[config.mk]
export PLATFORM = sky130hd
export DESIGN_NAME = mac_dot_ctrl_flat
export DESIGN_NICKNAME = d
export VERILOG_FILES = /design/src/rtl/mac_dot_ctrl_pkg.sv /design/src/rtl/mac_dot_ctrl_if.sv /design/src/rtl/mac_dot_ctrl.sv /design/src/flat_wrapper.sv
export SDC_FILE = /design/constraint.sdc
export NUM_CORES = 1
export LEC_CHECK = 0
export BUFFER_PORTS_ARGS = -buffer_cell sky130_fd_sc_hd__buf_4
export CORE_ASPECT_RATIO = 0.6
export CORE_UTILIZATION = 27
export DETAILED_ROUTE_END_ITERATION = 10
export GPL_TIMING_DRIVEN = 0
export SLEW_MARGIN = 0
export SYNTH_ARGS = -nofsm -noshare
export SYNTH_HDL_FRONTEND = slang
export SYNTH_SLANG_ARGS = --single-unit
[constraint.sdc]
create_clock -name CLK -period 6.05 [get_ports CLK]
set_input_delay 1.21 -clock CLK [delete_from_list [all_inputs] [get_ports CLK]]
set_output_delay 1.21 -clock CLK [all_outputs]
set_load 0.02 [all_outputs]
[src/rtl/mac_dot_ctrl_pkg.sv]
// mac_dot_ctrl_pkg: widths, state encoding and ReLU helper
// shared by the dot-product sequencer and its bus interface.
package mac_dot_ctrl_pkg;

  localparam int WORD_BITS = 16;
  localparam int LEN_BITS  = 8;
  localparam int ADDR_BITS = 10;

  typedef logic [WORD_BITS-1:0] word_t;
  typedef logic [LEN_BITS-1:0]  len_t;
  typedef logic [ADDR_BITS-1:0] addr_t;

  typedef enum logic [2:0] {
    MDC_ST_IDLE,
    MDC_ST_FETCH,
    MDC_ST_LATCH,
    MDC_ST_ISSUE,
    MDC_ST_WAIT,
    MDC_ST_ACC,
    MDC_ST_DONE
  } mdc_st_e;

  function automatic word_t relu(
    input word_t v,
    input logic  en
  );
    return (en && v[WORD_BITS-1]) ? '0 : v;
  endfunction

endpackage

[src/rtl/mac_dot_ctrl_if.sv]
// mac_dot_ctrl_if: buffer read ports and MAC operand/result bus.
// master = sequencer (strobes, addrs, operands); slave = buffers + MAC.
interface mac_dot_ctrl_if;
  import mac_dot_ctrl_pkg::*;

  logic  x_rd_en;
  logic  w_rd_en;
  addr_t x_addr;
  addr_t w_addr;
  word_t x_data;
  word_t w_data;
  logic  mac_valid;
  word_t mac_s0;
  word_t mac_s1;
  word_t mac_s2;
  logic  mac_d0_valid;
  word_t mac_d0;

  modport master (
    output x_rd_en, w_rd_en, x_addr, w_addr,
    output mac_valid, mac_s0, mac_s1, mac_s2,
    input  x_data, w_data, mac_d0_valid, mac_d0
  );

  modport slave (
    input  x_rd_en, w_rd_en, x_addr, w_addr,
    input  mac_valid, mac_s0, mac_s1, mac_s2,
    output x_data, w_data, mac_d0_valid, mac_d0
  );

endinterface

[src/rtl/mac_dot_ctrl.sv]
// mac_dot_ctrl: sequences len act/weight taps through one MAC, bias + ReLU.
// Ports: CLK, RST, start/len/bases/bias/relu_en in; busy/done/result out; bus.
module mac_dot_ctrl
  import mac_dot_ctrl_pkg::*;
(
  input  logic  CLK,
  input  logic  RST,
  input  logic  start,
  input  len_t  len,
  input  addr_t x_base,
  input  addr_t w_base,
  input  word_t bias,
  input  logic  relu_en,
  output logic  busy,
  output logic  done,
  output word_t result,
  mac_dot_ctrl_if.master bus
);

  mdc_st_e st_q, st_d;
  len_t    len_q, len_d;
  len_t    k_q, k_d;
  addr_t   xb_q, xb_d;
  addr_t   wb_q, wb_d;
  logic    relu_q, relu_d;
  word_t   acc_q, acc_d;
  word_t   xq_q, xq_d;
  word_t   wq_q, wq_d;
  word_t   s0_q, s0_d;
  word_t   s1_q, s1_d;
  word_t   s2_q, s2_d;
  logic    pend_q, pend_d;
  word_t   res_q, res_d;

  logic    more;
  logic    last;
  addr_t   off;

  // more: another tap remains after k; last: k is the final tap
  assign more = ({1'b0, k_q} + 9'd1) < {1'b0, len_q};
  assign last = ({1'b0, k_q} + 9'd1) == {1'b0, len_q};

  always_comb begin
    st_d   = st_q;
    len_d  = len_q;
    k_d    = k_q;
    xb_d   = xb_q;
    wb_d   = wb_q;
    relu_d = relu_q;
    acc_d  = acc_q;
    xq_d   = xq_q;
    wq_d   = wq_q;
    s0_d   = s0_q;
    s1_d   = s1_q;
    s2_d   = s2_q;
    pend_d = pend_q;
    res_d  = res_q;
    off    = '0;
    bus.x_rd_en   = 1'b0;
    bus.w_rd_en   = 1'b0;
    bus.x_addr    = '0;
    bus.w_addr    = '0;
    bus.mac_valid = 1'b0;

    unique case (st_q)
      MDC_ST_IDLE: begin
        if (start) begin
          len_d  = len;
          xb_d   = x_base;
          wb_d   = w_base;
          relu_d = relu_en;
          acc_d  = bias;
          k_d    = '0;
          if (len == '0) begin
            // result is registered here so it is valid
            // in the same cycle as the done pulse
            res_d = relu(bias, relu_en);
            st_d  = MDC_ST_DONE;
          end else begin
            st_d = MDC_ST_FETCH;
          end
        end
      end
      MDC_ST_FETCH: begin
        bus.x_rd_en = 1'b1;
        bus.w_rd_en = 1'b1;
        bus.x_addr  = xb_q;
        bus.w_addr  = wb_q;
        st_d        = MDC_ST_LATCH;
      end
      MDC_ST_LATCH: begin
        xq_d = bus.x_data;
        wq_d = bus.w_data;
        s0_d = bus.x_data;
        s1_d = bus.w_data;
        s2_d = acc_q;
        st_d = MDC_ST_ISSUE;
      end
      MDC_ST_ISSUE: begin
        bus.mac_valid = 1'b1;
        pend_d        = more;
        // prefetch the next tap while the MAC works
        if (more) begin
          off         = addr_t'(k_q) + addr_t'(1);
          bus.x_rd_en = 1'b1;
          bus.w_rd_en = 1'b1;
          bus.x_addr  = xb_q + off;
          bus.w_addr  = wb_q + off;
        end
        st_d = MDC_ST_WAIT;
      end
      MDC_ST_WAIT: begin
        if (pend_q) begin
          xq_d = bus.x_data;
          wq_d = bus.w_data;
        end
        st_d = MDC_ST_ACC;
      end
      MDC_ST_ACC: begin
        if (bus.mac_d0_valid) begin
          acc_d = bus.mac_d0;
          k_d   = k_q + len_t'(1);
          if (last) begin
            res_d = relu(bus.mac_d0, relu_q);
            st_d  = MDC_ST_DONE;
          end else begin
            // operands only change on entry to ISSUE
            s0_d = xq_q;
            s1_d = wq_q;
            s2_d = bus.mac_d0;
            st_d = MDC_ST_ISSUE;
          end
        end
      end
      MDC_ST_DONE: begin
        st_d = MDC_ST_IDLE;
      end
      default: begin
        st_d = MDC_ST_IDLE;
      end
    endcase
  end

  always_ff @(posedge CLK or posedge RST) begin
    if (RST) begin
      st_q   <= MDC_ST_IDLE;
      len_q  <= '0;
      k_q    <= '0;
      xb_q   <= '0;
      wb_q   <= '0;
      relu_q <= 1'b0;
      acc_q  <= '0;
      xq_q   <= '0;
      wq_q   <= '0;
      s0_q   <= '0;
      s1_q   <= '0;
      s2_q   <= '0;
      pend_q <= 1'b0;
      res_q  <= '0;
    end else begin
      st_q   <= st_d;
      len_q  <= len_d;
      k_q    <= k_d;
      xb_q   <= xb_d;
      wb_q   <= wb_d;
      relu_q <= relu_d;
      acc_q  <= acc_d;
      xq_q   <= xq_d;
      wq_q   <= wq_d;
      s0_q   <= s0_d;
      s1_q   <= s1_d;
      s2_q   <= s2_d;
      pend_q <= pend_d;
      res_q  <= res_d;
    end
  end

  assign busy       = (st_q != MDC_ST_IDLE);
  assign done       = (st_q == MDC_ST_DONE);
  assign result     = res_q;
  assign bus.mac_s0 = s0_q;
  assign bus.mac_s1 = s1_q;
  assign bus.mac_s2 = s2_q;

endmodule

[src/flat_wrapper.sv]
// flat-port wrapper written by rule: the top's interface ports become plain ports
module mac_dot_ctrl_flat import mac_dot_ctrl_pkg::*;
  (CLK, RST, start, len, x_base, w_base, bias, relu_en, busy, done, result, bus_x_rd_en, bus_w_rd_en, bus_x_addr, bus_w_addr, bus_mac_valid, bus_mac_s0, bus_mac_s1, bus_mac_s2, bus_x_data, bus_w_data, bus_mac_d0_valid, bus_mac_d0);
  mac_dot_ctrl_if bus_i ();
  input  logic CLK;
  input  logic RST;
  input  logic start;
  input  len_t len;
  input  addr_t x_base;
  input  addr_t w_base;
  input  word_t bias;
  input  logic relu_en;
  output logic busy;
  output logic done;
  output word_t result;
  output wire logic [$bits(bus_i.x_rd_en)-1:0] bus_x_rd_en;
  output wire logic [$bits(bus_i.w_rd_en)-1:0] bus_w_rd_en;
  output wire logic [$bits(bus_i.x_addr)-1:0] bus_x_addr;
  output wire logic [$bits(bus_i.w_addr)-1:0] bus_w_addr;
  output wire logic [$bits(bus_i.mac_valid)-1:0] bus_mac_valid;
  output wire logic [$bits(bus_i.mac_s0)-1:0] bus_mac_s0;
  output wire logic [$bits(bus_i.mac_s1)-1:0] bus_mac_s1;
  output wire logic [$bits(bus_i.mac_s2)-1:0] bus_mac_s2;
  input wire logic [$bits(bus_i.x_data)-1:0] bus_x_data;
  input wire logic [$bits(bus_i.w_data)-1:0] bus_w_data;
  input wire logic [$bits(bus_i.mac_d0_valid)-1:0] bus_mac_d0_valid;
  input wire logic [$bits(bus_i.mac_d0)-1:0] bus_mac_d0;
  assign bus_x_rd_en = bus_i.x_rd_en;
  assign bus_w_rd_en = bus_i.w_rd_en;
  assign bus_x_addr = bus_i.x_addr;
  assign bus_w_addr = bus_i.w_addr;
  assign bus_mac_valid = bus_i.mac_valid;
  assign bus_mac_s0 = bus_i.mac_s0;
  assign bus_mac_s1 = bus_i.mac_s1;
  assign bus_mac_s2 = bus_i.mac_s2;
  assign bus_i.x_data = bus_x_data;
  assign bus_i.w_data = bus_w_data;
  assign bus_i.mac_d0_valid = bus_mac_d0_valid;
  assign bus_i.mac_d0 = bus_mac_d0;
  mac_dot_ctrl u_core (.CLK(CLK), .RST(RST), .start(start), .len(len), .x_base(x_base), .w_base(w_base), .bias(bias), .relu_en(relu_en), .busy(busy), .done(done), .result(result), .bus(bus_i));
endmodule
==> impl_metrics.csv <==
group,metric,value,unit
run_status,status,"finished clean",
run,maxCapViolCount,0,
place,dp_hpwl,18700,um
clock_tree,cts_buffers,17,
worst_setup_path,worstSetupPathType,"reg -> out",
synthesis,muxShareOfSynthArea,16.4,%
sta,hold_viol,0,
floorplan,dieWidth,227,um
sta,setup_violations,0,
power,p_sw,0.00237,W
finish,syn_to_final_growth,31.0,%
power,p_seq_share,30.4,%
synthesis,yosys.area_share.simple,15.6,%
clock_tree,cts-resized-gates,0,
synthesis,syn_area,0.00823,mm2
power,powerDensity,556,mW/mm2
min_path,min_to,"u_core.acc_q[9]$_DFFE_PP0P_",
power,total_power,0.00600,W
min_path,holdCritStartpoint,"u_core.acc_q[9]$_DFFE_PP0P_",
sta,post-route-min-period,5400,ps
detailed_routing,dr.pass1.iters,6,
synthesis,synth_ff_type,"dfrtp_1",
clock_tree,insertion_delay,440,ps
sta,fin_crit_sh,89.2,%
clock_tree,hold_buffers,0,
detailed_routing,wl_per_cell,17.6,um
global_routing,grt_pass1_wl,38300,um
clock_tree,clock_sinks,153,
worst_setup_path,slowest_stage,"xnor2_1",
worst_setup_path,slowest_delay,550,ps
sta,clock.fmax,185,MHz
place,dp.cells,1398,
finish,stdcell_count,1429,
min_path,hp-class,"reg -> reg",
clock_tree,cts_setup_buffers,0,
clock_tree,tritoncts,"yes",
finish,num_antenna_cells,0,
worst_setup_path,arrival,4190,ps
synthesis,synthXorXnorAreaFrac,2.02,%
synthesis,synth_warnings,0,
global_routing,grt_max_degree,91,
clock_tree,clock_path_buffers,2,
clock_tree,cts.clk_slew.worst_paths,60,ps
sta,slew_viol_final,0,
global_routing,antenna_found_initial,0,
synthesis,synth_cells,804,
finish,nets,1137,
detailed_routing,ant_nets,0,
floorplan,die_h,137,um
synthesis,synth_cell_types,57,
power,combinationalPowerShare,50.3,%
power,power_report.internal_total,0.00363,W
place,place_congestion,0.821,
floorplan,placementRows,49,
worst_setup_path,reg2reg_to,"u_core.bus.mac_s0[6]$_DFFE_PP0P_",
synthesis,synth_top_family_by_area,"multiplexers",
synthesis,async_flop_share,100,%
worst_setup_path,cp-end-kind,"output pin",
power,power.leakage,5.37,nW
global_routing,grt_overflow,0,
worst_setup_path,critPathMaxFanout,10,
synthesis,synth-edff-count,0,
place,preCtsSetupSlack,1110,ps
sta,setup_ws,651,ps
place,port_buffers,185,
synthesis,synth_seq_cells,153,
worst_setup_path,reg2reg_depth,10,
floorplan,die-area,0.0312,mm2
synthesis,synth_fa_ha_area_share,4.89,%
floorplan,io_pins,186,
detailed_routing,vias,6700,
power,power_frac_clock,19.4,%
min_path,min_path_cells,1,
synthesis,synth.avg_cell_area,10.2,um2
sta,max-slew-margin-rel,38.6,%
global_routing,track_usage,16.6,%
sta,clock-skew-final,14.4,ps
sta,worst_pin_slew,914,ps
detailed_routing,drtIter0Drc,325,
worst_setup_path,reg2reg_from,"u_core.k_q[0]$_DFFE_PP0P_",
floorplan,start_util,27.5,%
detailed_routing,drc,0,
clock_tree,cts_root_buf,"clkbuf_16",
worst_setup_path,rrSetupSlack,2330,ps
floorplan,core,0.0300,mm2
synthesis,synth_nets,932,
clock_tree,h-tree-depth,4,
finish,drive_above_1_share,34.0,%
global_routing,grt_pass1_vias,6438,
worst_setup_path,start_kind,"flip-flop",
synthesis,synth_compound_area_share,10.7,%
synthesis,seq_area_frac_synth,46.5,%
power,swShare,39.6,%
worst_setup_path,worstPathRequired,4840,ps
worst_setup_path,path_cells,"ha_1 -> nand3_1 -> xnor2_1 -> ha_1 -> a2111o_1 -> o21ai_2 -> and2_0 -> buf_2 -> buf_2 -> a22o_1 -> buf_4",
detailed_routing,drt_wl_total,25100,um
power,vdd_drop_max,0.263,mV
sta,rsz0062_at_grt,"no",
detailed_routing,viasPerCell,4.69,
worst max path at each step:
| stage | from | end |
|---|---|---|
| floorplan | RST | u_core.acc_q[0]$_DFFE_PP0P_ |
| global placement | RST | u_core.xb_q[1]$_DFFE_PP0P_ |
| detailed placement | u_core.k_q[0]$_DFFE_PP0P_ | bus_x_addr[4] |
| CTS | u_core.k_q[0]$_DFFE_PP0P_ | bus_x_addr[4] |
| global route | u_core.k_q[0]$_DFFE_PP0P_ | bus_x_addr[3] |
| finish | u_core.k_q[0]$_DFFE_PP0P_ | bus_x_addr[3] |
critical path: cells and delay by family, from the launching register on:
kind	cells	cell delay [ps]
xor gates and xnor gates	1	550
buffers and inverters	3	590
adders and majority gates	2	720
DFF	1	510
AOI/OAI and AO/OA	3	1020
and+or+nand+nor	2	350
cells in the mapped netlist (all sizes together), types with 3 or more instances:
library cell | n | area, um2
a2111oi | 3 | 32.5
a211oi | 6 | 45.0
a21o | 21 | 158
a21oi | 38 | 190
a22o | 16 | 140
a31oi | 3 | 18.8
and2 | 6 | 37.5
and3 | 4 | 25.0
buf | 23 | 159
clkbuf | 22 | 82.6
dfrtp | 153 | 3830
ha | 29 | 363
inv | 18 | 67.6
mux2 | 116 | 1340
nand2 | 199 | 747
nand3 | 44 | 230
nand3b | 3 | 35.0
nand4 | 4 | 25.0
nor2 | 9 | 50.1
nor3 | 6 | 51.3
o211ai | 6 | 45.0
o21ai | 28 | 144
o31ai | 3 | 22.5
or3 | 5 | 36.3
xnor2 | 12 | 105
xor2 | 7 | 61.3
placed cells by master, fill, tap and decap left out, drive strengths merged, types with 4 or more instances in the layout:
master,instances
nand2,199
a211oi,6
inv,18
o211ai,6
nor2,9
o21ai,28
or3,5
nand4,4
a21o,21
a22o,16
ha,29
and2,6
xor2,7
nor3,6
clkinv,6
clkbuf,42
and3,4
dfrtp,153
mux2,116
a21oi,38
xnor2,12
buf,209
bufinv,4
nand3,44
power by group through the flow:
stage	combinational (W)	clock (W)	sequential (W)
after floorplan	0.00177	0	0.00202
after global placement	0.00299	0	0.00182
after detailed placement	0.00304	0	0.00184
after CTS	0.00305	0.00120	0.00182
after global routing	0.00330	0.00124	0.00189
final	0.00301	0.00116	0.00182
state kept, by name, indices dropped and copies added (netlist names):
name / flops
u_core.pend_q: 1
u_core.wq_q: 16
u_core.st_q: 3
u_core.relu_q: 1
u_core.k_q: 8
u_core.bus.mac_s1: 16
u_core.bus.mac_s0: 16
u_core.xq_q: 16
u_core.bus.mac_s2: 16
u_core.acc_q: 16
u_core.result: 16
u_core.xb_q: 10
u_core.wb_q: 10
u_core.len_q: 8
metal layers:
layer / global-route usage [%] / wire, um / vias up
met5: 0 / 0 / -
met4: 3.58 / 243 / 0
met3: 5.57 / 1790 / 14
met2: 23.3 / 10500 / 182
met1: 24.4 / 12600 / 3274
li1: - / - / 3230
cells by family (layout without fill, tap and decap cells):
group	Yosys count	after routing
and+or+nand+nor	287	287
DFF	153	153
AOI/OAI and AO/OA	134	134
muxes	117	117
buffers and inverters	63	280
adders and majority gates	31	31
xor gates and xnor gates	19	19
layout make-up:
cell class	instances	area, um2
clock buffers	20	447
repair buffers	186	1420
plain buffers	45	241
clock inverters	11	173
inverters	18	75.1
flip-flops and latches	153	3830
well taps	408	510
fillers	3032	19200
multi-input cells	588	4090
stage by stage:
step / utilization [%] / hold slack, ps / cell area (um2) / TNS (ps)
after global routing: 36.0 / 501 / 10800 / 0
after CTS: 36.0 / 481 / 10800 / 0
after global placement: 33.8 / 458 / 10100 / -232960
after floorplan: - / 449 / 8230 / 0
final: 36.0 / 478 / 10800 / 0
after detailed placement: 33.9 / 465 / 10200 / 0
Note: power is estimated with default switching activity, not from simulation.
